File: src/rtl/ps2_host_tx.sv
// PS/2 host-to-device transmitter: inhibit, request-to-send, then shifts one
// byte plus odd parity and stop on device clock falls, and checks the ack bit.
module ps2_host_tx #(
   parameter int unsigned INHIBIT_CYCLES = 4800,
   parameter int unsigned REQ_CYCLES     = 48,
   parameter int unsigned TIMEOUT_CYCLES = 720000
) (
   input  logic       clk_sys,
   input  logic       reset_n,
   input  logic       ps2_clk_in,
   input  logic       ps2_dat_in,
   output logic       ps2_clk_oe,
   output logic       ps2_dat_oe,
   input  logic [7:0] tx_data,
   input  logic       tx_start,
   output logic       busy,
   output logic       done,
   output logic       err_ack,
   output logic       err_timeout
);

   localparam int unsigned PHASE_MAX = (INHIBIT_CYCLES > REQ_CYCLES) ? INHIBIT_CYCLES : REQ_CYCLES;
   localparam int PW = $clog2(PHASE_MAX + 1);
   localparam int TW = $clog2(TIMEOUT_CYCLES + 1);

   typedef enum logic [2:0] {
      S_IDLE,
      S_INHIBIT,
      S_REQ,
      S_SHIFT,
      S_ACK,
      S_WAIT_IDLE
   } state_t;

   state_t          state_q, state_d;
   logic            clk_s1_q, clk_s2_q, clk_hist_q;
   logic            dat_s1_q, dat_s2_q;
   logic [9:0]      shift_q, shift_d;
   logic [3:0]      bit_cnt_q, bit_cnt_d;
   logic [PW-1:0]   phase_cnt_q, phase_cnt_d;
   logic [TW-1:0]   to_cnt_q, to_cnt_d;
   logic            dat_drv_q, dat_drv_d;
   logic            busy_q, busy_d;
   logic            done_q, done_d;
   logic            err_ack_q, err_ack_d;
   logic            err_to_q, err_to_d;

   logic            fall;
   logic            timeout_hit;

   assign fall        = clk_hist_q & ~clk_s2_q;
   assign timeout_hit = (to_cnt_q == TW'(TIMEOUT_CYCLES - 1));

   // NOTE: every output of this block gets a default first, so no path can infer a latch.
   always_comb begin
      state_d     = state_q;
      shift_d     = shift_q;
      bit_cnt_d   = bit_cnt_q;
      phase_cnt_d = phase_cnt_q;
      to_cnt_d    = to_cnt_q;
      dat_drv_d   = dat_drv_q;
      busy_d      = busy_q;
      done_d      = 1'b0;
      err_ack_d   = err_ack_q;
      err_to_d    = err_to_q;

      case (state_q)
         S_IDLE: begin
            if (tx_start) begin
               shift_d     = {1'b1, ~^tx_data, tx_data};
               bit_cnt_d   = '0;
               phase_cnt_d = '0;
               busy_d      = 1'b1;
               err_ack_d   = 1'b0;
               err_to_d    = 1'b0;
               state_d     = S_INHIBIT;
            end
         end
         S_INHIBIT: begin
            if (phase_cnt_q == PW'(INHIBIT_CYCLES - 1)) begin
               phase_cnt_d = '0;
               state_d     = S_REQ;
            end else begin
               phase_cnt_d = phase_cnt_q + 1'b1;
            end
         end
         S_REQ: begin
            if (phase_cnt_q == PW'(REQ_CYCLES - 1)) begin
               phase_cnt_d = '0;
               to_cnt_d    = '0;
               dat_drv_d   = 1'b1;
               state_d     = S_SHIFT;
            end else begin
               phase_cnt_d = phase_cnt_q + 1'b1;
            end
         end
         S_SHIFT, S_ACK, S_WAIT_IDLE: begin
            to_cnt_d = to_cnt_q + 1'b1;
            // Timeout takes priority over a fall landing in the same cycle.
            if (timeout_hit) begin
               err_to_d  = 1'b1;
               busy_d    = 1'b0;
               dat_drv_d = 1'b0;
               state_d   = S_IDLE;
            end else if (state_q == S_SHIFT) begin
               if (fall) begin
                  dat_drv_d = ~shift_q[0];
                  shift_d   = shift_q >> 1;
                  bit_cnt_d = bit_cnt_q + 1'b1;
                  if (bit_cnt_q == 4'd9) state_d = S_ACK;
               end
            end else if (state_q == S_ACK) begin
               if (fall) begin
                  if (!dat_s2_q) begin
                     state_d = S_WAIT_IDLE;
                  end else begin
                     err_ack_d = 1'b1;
                     busy_d    = 1'b0;
                     state_d   = S_IDLE;
                  end
               end
            end else begin
               if (clk_s2_q && dat_s2_q) begin
                  done_d  = 1'b1;
                  busy_d  = 1'b0;
                  state_d = S_IDLE;
               end
            end
         end
         default: state_d = S_IDLE;
      endcase
   end

   // NOTE: state flops use non-blocking assignments so every flop samples pre-edge values.
   always_ff @(posedge clk_sys or negedge reset_n) begin
      if (!reset_n) begin
         state_q     <= S_IDLE;
         clk_s1_q    <= 1'b1;
         clk_s2_q    <= 1'b1;
         clk_hist_q  <= 1'b1;
         dat_s1_q    <= 1'b1;
         dat_s2_q    <= 1'b1;
         shift_q     <= '0;
         bit_cnt_q   <= '0;
         phase_cnt_q <= '0;
         to_cnt_q    <= '0;
         dat_drv_q   <= 1'b0;
         busy_q      <= 1'b0;
         done_q      <= 1'b0;
         err_ack_q   <= 1'b0;
         err_to_q    <= 1'b0;
      end else begin
         clk_s1_q    <= ps2_clk_in;
         clk_s2_q    <= clk_s1_q;
         clk_hist_q  <= clk_s2_q;
         dat_s1_q    <= ps2_dat_in;
         dat_s2_q    <= dat_s1_q;
         state_q     <= state_d;
         shift_q     <= shift_d;
         bit_cnt_q   <= bit_cnt_d;
         phase_cnt_q <= phase_cnt_d;
         to_cnt_q    <= to_cnt_d;
         dat_drv_q   <= dat_drv_d;
         busy_q      <= busy_d;
         done_q      <= done_d;
         err_ack_q   <= err_ack_d;
         err_to_q    <= err_to_d;
      end
   end

   // Line drives decode straight from state so reset releases them without waiting for an edge.
   assign ps2_clk_oe  = (state_q == S_INHIBIT) || (state_q == S_REQ);
   assign ps2_dat_oe  = (state_q == S_REQ) || ((state_q == S_SHIFT) && dat_drv_q);
   assign busy        = busy_q;
   assign done        = done_q;
   assign err_ack     = err_ack_q;
   assign err_timeout = err_to_q;

endmodule

File: config.mk
export PLATFORM = sky130hd
export DESIGN_NAME = ps2_host_tx
export DESIGN_NICKNAME = d
export VERILOG_FILES = /design/src/rtl/ps2_host_tx.sv
export SDC_FILE = /design/constraint.sdc
export NUM_CORES = 1
export LEC_CHECK = 0
export CAP_MARGIN = 10
export CELL_PAD_IN_SITES_DETAIL_PLACEMENT = 0
export CELL_PAD_IN_SITES_GLOBAL_PLACEMENT = 2
export CORE_UTILIZATION = 34
export DETAILED_ROUTE_END_ITERATION = 8
export HOLD_SLACK_MARGIN = 0.12
export PLACE_DENSITY = 0.83
export SKIP_LAST_GASP = 1
export SLEW_MARGIN = 20
export SYNTH_ARGS = -nofsm -noshare
export SYNTH_HDL_FRONTEND = slang
export SYNTH_SLANG_ARGS = --single-unit
File: constraint.sdc
create_clock -name clk_sys -period 1.7 [get_ports clk_sys]
set_input_delay 0.17 -clock clk_sys [delete_from_list [all_inputs] [get_ports clk_sys]]
set_output_delay 0.17 -clock clk_sys [all_outputs]
set_load 0.01 [all_outputs]
==> results <==
[critical path: stages (launching register included)]
cell and delay [ns]:
dfrtp_1 0.38, nor4bb_1 0.29, buf_4 0.17, nand4_1 0.10
buf_6 0.15, o21ai_4 0.22, nand2_4 0.13, mux2_4 0.31
[cell usage after synthesis, types with 7 or more instances]
| master | number | share of area |
|---|---|---|
| a21o_1 | 7 | 0.016 |
| a21oi_1 | 18 | 0.028 |
| and3_1 | 8 | 0.015 |
| dfrtp_1 | 55 | 0.42 |
| inv_1 | 10 | 0.012 |
| mux2_2 | 10 | 0.035 |
| nand2_1 | 44 | 0.051 |
| nand2b_1 | 7 | 0.014 |
| nand3_1 | 11 | 0.017 |
| nand4_1 | 8 | 0.015 |
| nor2_1 | 29 | 0.034 |
| nor3_1 | 8 | 0.012 |
| o21ai_0 | 18 | 0.028 |
| xnor2_1 | 15 | 0.041 |
| xor2_1 | 8 | 0.022 |
[layout make-up]
| cell class | count | area, µm² | share of cell area |
|---|---|---|---|
| Clock buffer | 12 | 155 | 0.0318 |
| Clock inverter | 4 | 95.1 | 0.0195 |
| Inverter | 10 | 37.5 | 0.00770 |
| Multi-Input combinational cell | 262 | 1950 | 0.401 |
| Sequential cell | 60 | 1510 | 0.310 |
| Tap cell | 129 | 161 | 0.0331 |
| Timing Repair Buffer | 108 | 963 | 0.198 |
[power breakdown]
part / switching (mW) / total, mW / leakage, nW / internal [mW]
registers: 0.184 / 1.92 / 0.773 / 1.73
clock network: 0.557 / 1.61 / 0.127 / 1.05
logic: 1.70 / 3.60 / 1.31 / 1.90
total: 2.44 / 7.13 / 2.21 / 4.68
[placed cells by master (no fill, tap or decap), drive strengths merged, types with 10 or more instances in the layout]
cell type,netlist,layout
nand3,11,11
inv,10,10
clkdlybuf4s50,0,15
buf,6,89
mux2,10,10
o21ai,21,21
dfrtp,55,55
xnor2,15,15
nand2,45,46
clkbuf,6,14
nor2,30,30
a21oi,18,19
[layer usage]
metal  track usage  up-vias  part of all wire
li1              -     1447                 -
met1         0.238     1491              0.47
met2         0.288       37              0.50
met3        0.0443        4             0.024
met4        0.0339        0            0.0063
met5             0        -                 0
[cell families (layout without fill, tap and decap cells)]
kind of cell    count (synthesis)  count (layout)  synth area share
compound gates                 71              72             0.144
buf+inv                        22             134            0.0285
fa+ha+maj                       4               4            0.0154
flops                          60              60             0.465
simple gates                  150             151             0.244
xor+xnor                       23              23            0.0621
mux                            12              12            0.0409
[timing repair]
item / in CTS / in global routing
pin swaps: 5 / 42
resized for setup: 26 / 69
endpoints found under the setup margin: 46 / 53
hold buffers: 1 / 0
endpoints found under the hold margin: 48 / 0
cloned: 1 / 3
buffers inserted: 5 / 12
[per-stage QoR]
step | hold slack [ns] | area (µm²) | util
4_1_cts | 0.216 | 4490 | 0.486
6_report | 0.238 | 4880 | 0.528
3_3_place_gp | 0.104 | 4110 | 0.444
2_1_floorplan | -0.126 | 3250 | -
5_1_grt | 0.236 | 4880 | 0.528
3_5_place_dp | 0.106 | 4110 | 0.444
[registers in the layout (all words and copies together) (netlist names), 3 cells and up]
name         flops
state_q          3
phase_cnt_q     13
to_cnt_q        20
shift_q         10
bit_cnt_q        4
[how the worst min path moves through the flow]
stage               startpoint                       end  depth (start not counted)
finish              ps2_dat_in        dat_s1_q$_DFF_PN1_                          1
global route        ps2_clk_in        clk_s1_q$_DFF_PN1_                          1
CTS                 ps2_dat_in        dat_s1_q$_DFF_PN1_                          1
detailed placement     reset_n    shift_q[1]$_DFFE_PN0P_                          1
global placement       reset_n    shift_q[1]$_DFFE_PN0P_                          1
floorplan              reset_n  bit_cnt_q[0]$_DFFE_PN0P_                          0
==> results.md <==
Drt:
- The final routed wire length divided by cell count is between 10 and 15 µm.
- Dividing the detail-routed via count by the number of cells gives ~5.1.
- The routed layout has between 2000 and 3000 vias.
- The total length of routed wires is approximately 8.7 mm.
- In this run the remaining antenna-violating nets after routing total 0.
- The number of design rule violations left after detail routing is 0.
- After the first detailed-routing iteration, the DRC count stood at between 70 and 80.
- The first detailed-routing pass took 4 iterations.

Synth:
- The share of synthesized registers carrying an async set or reset is 1.00.
- During synthesis, Yosys emitted a total of 0 warnings.
- The synthesized instance count is approximately 340.
- In this run the mean area of a mapped cell was approximately 9.5 µm².
- The dominant register cell in the synthesized netlist is dfrtp_1.
- The share of the Yosys chip area taken by registers is 0.465.
- The number of distinct library cells after synthesis is between 50 and 60.
- The number of flops mapped to enable cells by yosys is 0.
- The post-synth design cell area is 3240 µm².
- The count of state elements after synthesis is 60.
- The synthesized netlist net count is about 360.

Critical path:
- Data arrives at the worst endpoint at between 2 and 2.5 ns.
- The worst setup path is of the register to register kind.
- In this run the worst setup path terminates at shift_q[6]$_DFFE_PN0P_.
- The beginning of the worst register-to-register path is to_cnt_q[7]$_DFFE_PN0P_.
- Tracing the worst setup path back leads to its startpoint at to_cnt_q[7]$_DFFE_PN0P_.
- The kind of start point of the critical path is a register.
- Along the worst path, the maximum fanout reaches 5.
- Data on the critical path is required at its endpoint by approximately 1.9 ns.
- The capturing element type of the critical path is a register.
- The reg2reg setup slack is -0.16 ns.
- Counting cells, the worst reg-to-reg path comes to 7.
- The worst register-to-register path ends at shift_q[6]$_DFFE_PN0P_.

STA:
- The routed design could run at a clock period as short as ~1.9 ns.
- The final max-slew violation count was 0.
- Across all setup checks in the final design, the least slack found is -0.158 ns.
- For the final routed database, the setup TNS stands at -1.79 ns.
- The number of endpoints with negative hold slack in the final report is 0.
- The slew at the pin closest to its max-slew limit is ~0.37 ns.
- Setup repair after global routing could not meet its margin everywhere.
- The worst clock skew is 0.00708 ns.
- The highest attainable clock frequency is 0.538 GHz.
- Setup violations remaining at the end of the flow were counted as 20.
- The worst slew margin relative to its limit is 0.748.
- The part of the cycle the worst path needs is 1.09.

Final layout:
- The final layout net count is approximately 470.
- The finished layout holds 585 standard cells, fillers aside.
- The signed area change from the synthesized netlist to the final layout is 50.4%.
- The filler cells instantiated in the layout total a little over 800.
- In the final layout, the share of cells above drive strength 1 is 0.388.
- The number of antenna repair diodes is 0.

Die:
- The number of placement rows is 35.
- The area of the core is 9240 µm².
- Pin placement for this block handled 19 I/O pins.
- The area of the die is 9930 µm².
- In this run the horizontal extent of the chip is 99.7 µm.
- From bottom edge to top edge, the die measures around 100 µm.
- The starting density of the core is 0.351.

Place:
- After legalization and detailed placement, the total HPWL measured slightly below 6 mm.
- Routability-driven placement finished with a final weighted congestion of about 0.86.
- The count of input and output buffers is 18.
- The cell total after placement is 549.
- The post-placement worst setup slack is -0.144 ns.

Power:
- IR analysis of the VDD net gives a maximum drop of 0.000509 V.
- The completed layout was analyzed and its total power is ~7 mW.
- For this design the static power due to leakage is approximately 2.2 nW.
- The power per cell area is 1460 nW/µm².

Clock tree:
- The count of H-tree levels built during CTS is 3.
- Clock-pin slew was measured on the worst setup and hold paths at roughly 0.070 ns.
- In this run, CTS created clock tree buffers numbering 9.
- The clock root buffer is clkbuf_8.
- The deepest clock path buffer count is 2.
- The insertion delay of the later-clocked pin in the worst-skew pair is 0.34 ns.
- TritonCTS built the clock tree.
- The number of sinks handled by clock tree synthesis is 60.

GRT:
- The number of antenna violations at the first check in global routing came to 0.
- Entering global routing, the biggest net connects 23 pins.
- The via count of the first global-routing pass is roughly 2800.
- The total global routing overflow is 0.
- The first global-routing pass estimated roughly 14 mm of wire.
- For this run, the total global-route usage over all layers was measured as 0.176.

Run:
- The tool flagged a number of max-cap violations equal to 0.

Run status:
- The checks that failed: negative setup slack.
- The run finished, with violations left.

Hold path:
- The classification of the worst-slack hold path is primary input to register.
(Power assumes the default switching activity.)
